--- config.mk ---
export PLATFORM = sky130hd
export DESIGN_NAME = fetch_unit
export DESIGN_NICKNAME = d
export VERILOG_FILES = /design/src/rtl/fetch_unit_pkg.sv /design/src/rtl/fetch_unit_pc_counter.sv /design/src/rtl/fetch_unit.sv
export SDC_FILE = /design/constraint.sdc
export NUM_CORES = 1
export LEC_CHECK = 0
export CAP_MARGIN = 15
export CORE_MARGIN = 2
export CORE_UTILIZATION = 44
export CTS_BUF_LIST = sky130_fd_sc_hd__clkbuf_8
export CTS_CLUSTER_DIAMETER = 30
export DETAILED_ROUTE_END_ITERATION = 6
export GPL_ROUTABILITY_DRIVEN = 0
export HOLD_SLACK_MARGIN = 0.05
export PLACE_DENSITY = 0.77
export SYNTH_ARGS = -nofsm -noshare
export SYNTH_HDL_FRONTEND = slang
export SYNTH_SLANG_ARGS = --single-unit
--- constraint.sdc ---
create_clock -name Clock -period 1.8 [get_ports Clock]
set_clock_uncertainty 0.1 [all_clocks]
set_input_delay 0.27 -clock Clock [delete_from_list [all_inputs] [get_ports Clock]]
set_output_delay 0.27 -clock Clock [all_outputs]
set_load 0.02 [all_outputs]
--- src/rtl/fetch_unit_pkg.sv ---
// Shared constants and types for the instruction fetch unit.
package fetch_unit_pkg;

  localparam int PC_W   = 5;
  localparam int WORD_W = 9;
  localparam int WD_W   = 4;

  // Watchdog: an instruction may spend at most WD_LIMIT cycles in EXEC
  // without Done before the unit gives up and halts with Error.
  localparam logic [WD_W-1:0] WD_LIMIT = 4'd15;
  localparam logic [WD_W-1:0] WD_LAST  = WD_LIMIT - 4'd1;

  localparam logic [2:0] OP_MV   = 3'b000;
  localparam logic [2:0] OP_MVI  = 3'b001;
  localparam logic [2:0] OP_ADD  = 3'b010;
  localparam logic [2:0] OP_SUB  = 3'b011;
  localparam logic [2:0] OP_HALT = 3'b111;

  typedef enum logic [2:0] {
    S_IDLE   = 3'd0,
    S_FETCH  = 3'd1,
    S_LOAD   = 3'd2,
    S_IFETCH = 3'd3,
    S_ILOAD  = 3'd4,
    S_ISSUE  = 3'd5,
    S_EXEC   = 3'd6,
    S_HALT   = 3'd7
  } state_t;

  // Instruction word layout is IIIXXXYYY; the opcode is the top three bits.
  function automatic logic [2:0] opcode_of(input logic [WORD_W-1:0] word);
    return word[WORD_W-1 -: 3];
  endfunction

endpackage

--- src/rtl/fetch_unit_pc_counter.sv ---
// Program counter: clearable, incrementable, wraps naturally at 2**PC_W.
module pc_counter
  import fetch_unit_pkg::*;
(
  input  logic            clk,
  input  logic            rst,
  input  logic            clear,
  input  logic            inc,
  output logic [PC_W-1:0] pc
);

  // Clear has priority over increment; wrap from 31 to 0 is intentional.
  always_ff @(posedge clk) begin
    if (rst || clear) begin
      pc <= '0;
    end else if (inc) begin
      pc <= pc + 1'b1;
    end
  end

endmodule

--- src/rtl/fetch_unit.sv ---
// Instruction fetch unit: reads words from a synchronous ROM, holds the
// instruction and bus data words, and hands each instruction to the control
// unit with a one-cycle Run pulse. A watchdog halts the unit if the control
// unit never reports Done.
//
// Handshake: Run is a one-cycle request issued from ISSUE; the control unit
// answers with Done, which is only honoured while the unit waits in EXEC and
// is ignored in every other state.
module fetch_unit
  import fetch_unit_pkg::*;
(
  input  logic              Clock,
  input  logic              Resetn,
  input  logic              Start,
  output logic [PC_W-1:0]   MemAddr,
  input  logic [WORD_W-1:0] MemData,
  output logic [WORD_W-1:0] Instrucao,
  output logic [WORD_W-1:0] DIN,
  output logic              Run,
  input  logic              Done,
  output logic              Busy,
  output logic              Halted,
  output logic              Error,
  output state_t            fsm_state
);

  state_t          state;
  state_t          next_state;
  logic [WD_W-1:0] wd;
  logic            pc_clear;
  logic            pc_inc;
  logic            load_ir;
  logic            load_imm;
  logic            wd_clear;
  logic            wd_inc;
  logic            err_set;
  logic            err_clr;

  pc_counter u_pc (
    .clk   (Clock),
    .rst   (Resetn),
    .clear (pc_clear),
    .inc   (pc_inc),
    .pc    (MemAddr)
  );

  // State register; Resetn is active-high despite its name.
  always_ff @(posedge Clock) begin
    if (Resetn) begin
      state <= S_IDLE;
    end else begin
      state <= next_state;
    end
  end

  // Next-state and control decode. The ROM answers one cycle after the
  // address, so FETCH/IFETCH only present the address and LOAD/ILOAD capture.
  always_comb begin
    next_state = state;
    pc_clear   = 1'b0;
    pc_inc     = 1'b0;
    load_ir    = 1'b0;
    load_imm   = 1'b0;
    wd_clear   = 1'b0;
    wd_inc     = 1'b0;
    err_set    = 1'b0;
    err_clr    = 1'b0;
    Run        = 1'b0;
    case (state)
      S_IDLE, S_HALT: begin
        if (Start) begin
          pc_clear   = 1'b1;
          err_clr    = 1'b1;
          next_state = S_FETCH;
        end
      end
      S_FETCH: next_state = S_LOAD;
      S_LOAD: begin
        load_ir = 1'b1;
        pc_inc  = 1'b1;
        case (opcode_of(MemData))
          OP_HALT: next_state = S_HALT;
          OP_MVI:  next_state = S_IFETCH;
          default: next_state = S_ISSUE;
        endcase
      end
      S_IFETCH: next_state = S_ILOAD;
      S_ILOAD: begin
        load_imm   = 1'b1;
        pc_inc     = 1'b1;
        next_state = S_ISSUE;
      end
      S_ISSUE: begin
        Run        = 1'b1;
        wd_clear   = 1'b1;
        next_state = S_EXEC;
      end
      S_EXEC: begin
        if (Done) begin
          next_state = S_FETCH;
        end else if (wd == WD_LAST) begin
          // This Done-less cycle brings the watchdog to its limit.
          wd_inc     = 1'b1;
          err_set    = 1'b1;
          next_state = S_HALT;
        end else begin
          wd_inc = 1'b1;
        end
      end
      default: next_state = S_IDLE;
    endcase
  end

  // Instruction and bus data registers; both hold until the next capture.
  always_ff @(posedge Clock) begin
    if (Resetn) begin
      Instrucao <= '0;
      DIN       <= '0;
    end else if (load_ir) begin
      Instrucao <= MemData;
      DIN       <= MemData;
    end else if (load_imm) begin
      DIN <= MemData;
    end
  end

  // Watchdog counter and sticky error flag.
  always_ff @(posedge Clock) begin
    if (Resetn) begin
      wd    <= '0;
      Error <= 1'b0;
    end else begin
      if (wd_clear) begin
        wd <= '0;
      end else if (wd_inc) begin
        wd <= wd + 1'b1;
      end
      if (err_set) begin
        Error <= 1'b1;
      end else if (err_clr) begin
        Error <= 1'b0;
      end
    end
  end

  assign Busy      = (state != S_IDLE) && (state != S_HALT);
  assign Halted    = (state == S_HALT);
  assign fsm_state = state;

endmodule

==> metrics.txt, run 1 <==
Syn Std Cell Area 0.00134 mm²; CP cell instances clkdlybuf4s50_1; Seq/Total Area, Yosys 0.465; Synth top area share 0.465; clock sinks 31; Hold Crit Class reg -> reg; hpwl dp 2320 µm; routed wire length 3110 µm; Clock Pin Slew Worst Setup and Hold Paths 0.06 ns; total chip power 1.70 mW; setup violators final 0; via count 1175; CP top delay family buffers and inverters; initial antenna violation count 0; Critical Path End Type primary output; final worst slack 0.104 ns; max cap viols 0; routed len/inst 13.6 µm; Bufs and invs on worst path 1; largest net degree at the start of global routing 16; TritonRoute pass-1 iters 4; area leader, netlist dfxtp_1; # hold bufs at CTS 0; synthesized instance count 148; H-Tree Depth 2; Clock Path Buffers 2; floorplan core area 0.00283 mm²; final hold vios 0; CTS tree built; Avg Inst Size Synth 9.02 µm²; Crit path largest cell delay 0.63 ns; global route overflow 0; top cells by area, synth dfxtp_1 46%, mux2i_1 7.5%, nor2_1 6.5%; Crit-path slowest cell clkdlybuf4s50_1; chip width 59.1 µm; vias per cell 5.13; status complete, no violations; # rows 19; Num CTS Buffers 5; Slew @ Worst Pin 0.725 ns; worst endpoint data arrival time 1.33 ns; RSZ-0062 raised after global routing no; P_leak 0.738 nW; Max Slew Vio Count 0; Worst VDD drop 0.715 mV; Worst-Skew Late Latency 0.28 ns; DP Cell Count 221; part of the cycle the worst path needs 0.942; worst slack, placed 0.0420 ns; layout cell share with drive strength beyond 1 0.126; Root Driver clkbuf_8; detailed-route DRC error count 0; #FFs+latches synth 31; Post-CTS Setup Bufs 0; Final TNS setup 0 ns; Die ar. 0.00349 mm²; Starting DRT DRC Count 34; Power Dens Cells 886 mW/mm²; Initial Util 0.472; Total GRT Usage 0.189; Synth Warn # 0; first-pass GRT wire length 4930 µm; Routed Antenna Nets 0; vias in the first global route 1109; Final Net Count 213; crit path max fanout 9; Die H 59.1 µm; Period minus WS final 1.70 ns; Hold Worst Slack 0.354 ns; # diodes 0; port bufs 42; IO Count 43; CP Class reg -> out; Unique masters post-synth 32; crit path launch type flip-flop; fillers 223; Post-Layout Cell Count 229; Peak Freq 590 MHz; Critical Path RT 1.43 ns; Net Count, Synth 164; Layout area overhead 43.8%; max_slew headroom 0.515
## worst paths after layout
| path | startpoint | to | slack [ns] | cells after the start |
|---|---|---|---|---|
| setup / recovery | fsm_state[1]$_SDFFE_PP0P_ | fsm_state[1] | 0.10 | 1 |
| hold / removal | DIN[2]$_SDFFE_PP0P_ | DIN[2]$_SDFFE_PP0P_ | 0.35 | 2 |
| setup reg to reg | fsm_state[0]$_SDFFE_PP0P_ | fsm_state[1]$_SDFFE_PP0P_ | 0.13 | 6 |
| hold reg to reg | DIN[2]$_SDFFE_PP0P_ | DIN[2]$_SDFFE_PP0P_ | 0.35 | 2 |
## tightest hold or removal path: cells and delay by family, from the launching register on
kind / cells / cell delay, ns
AO/OA/AOI/OAI: 1 / 0.05
AND/OR/NAND/NOR: 1 / 0.05
flip-flops: 1 / 0.31
## where the power goes
group | switching (mW) | total, mW | internal (mW)
logic | 0.186 | 0.356 | 0.171
clock network | 0.244 | 0.587 | 0.343
registers | 0.0309 | 0.757 | 0.726
total | 0.461 | 1.70 | 1.24
## repair_timing
action                     CTS  global route
hold endpoints to repair     0             0
gates resized for setup      6             1
setup endpoints to repair    5             1
## sequential cells by signal (all words and copies together), names as in the netlist
register / cells
u_pc.pc: 5
fsm_state: 3
Instrucao: 9
Error: 1
DIN: 9
wd: 4
## logic make-up (layout without fill, tap and decap cells)
kind of cell               Yosys count  after routing  synth area share
AOI/OAI and AO/OA                   20             20            0.0928
xor gates and xnor gates             9              9            0.0590
adders and majority gates            3              3            0.0281
buffers and inverters               14             64            0.0581
DFF                                 31             31             0.465
muxes                               10             10            0.0750
and+or+nand+nor                     61             61             0.222
## placed cells by master (no fill, tap or decap), types with 2 or more instances in the layout
cell | netlist | final
a21oi_1 | 12 | 12
and3_1 | 2 | 2
buf_4 | 2 | 9
clkbuf_8 | 0 | 7
clkdlybuf4s50_1 | 0 | 37
dfxtp_1 | 31 | 29
dfxtp_2 | 0 | 2
dlygate4sd2_1 | 0 | 4
ha_1 | 3 | 3
inv_1 | 4 | 5
mux2i_1 | 10 | 10
nand2_1 | 21 | 21
nand4_1 | 2 | 2
nand4b_1 | 2 | 2
nor2_1 | 23 | 23
nor3_1 | 3 | 3
or2_2 | 2 | 2
xnor2_1 | 7 | 7
xor2_1 | 2 | 2
## stage by stage
stage,cell area (µm²),util
floorplan,1340,-
global placement,1820,0.643
detailed placement,1820,0.643
CTS,1920,0.678
global route,1920,0.678
finish,1920,0.678
## routing by layer
layer | GRT usage | up-vias | share of wire
li1 | - | 593 | -
met1 | 0.239 | 538 | 0.46
met2 | 0.297 | 35 | 0.48
met5 | 0 | - | 0
met3 | 0.0480 | 9 | 0.045
met4 | 0.0974 | 0 | 0.021
## final cells by class
type,instances,area [µm²],area share
multi-input cells,103,637,0.332
flip-flops and latches,31,623,0.325
repair buffers,52,505,0.263
clock buffers,7,96.3,0.0502
well taps,31,38.8,0.0202
inverters,4,15.0,0.00782
clock inverters,1,3.75,0.00196
## synth_stat cells (all sizes together)
| library cell | number |
|---|---|
| o21a | 1 |
| mux2i | 10 |
| a2bb2oi | 1 |
| o22ai | 1 |
| nor3b | 2 |
| or2 | 2 |
| buf | 6 |
| a211oi | 1 |
| nor2 | 23 |
| nand2b | 1 |
| a21oi | 12 |
| o41ai | 1 |
| ha | 3 |
| nand2 | 21 |
| and4bb | 1 |
| dfxtp | 31 |
| nand4 | 2 |
| o21ai | 2 |
| and3 | 2 |
| nor3 | 3 |
| nand4b | 2 |
| xor2 | 2 |
| clkbuf | 4 |
| nand3 | 2 |
| inv | 4 |
| a221oi | 1 |
| xnor2 | 7 |
Power figures use the tool's default switching activity.
==> run 2, diff against run 1 <==
--- a/config.mk
+++ b/config.mk
@@ -11,7 +11,6 @@
 export CTS_BUF_LIST = sky130_fd_sc_hd__clkbuf_8
 export CTS_CLUSTER_DIAMETER = 30
 export DETAILED_ROUTE_END_ITERATION = 6
-export GPL_ROUTABILITY_DRIVEN = 0
 export HOLD_SLACK_MARGIN = 0.05
 export PLACE_DENSITY = 0.77
 export SYNTH_ARGS = -nofsm -noshare
==> results of run 2 <==
No change in the layout: final DEF, timing and power equal those of run 1.
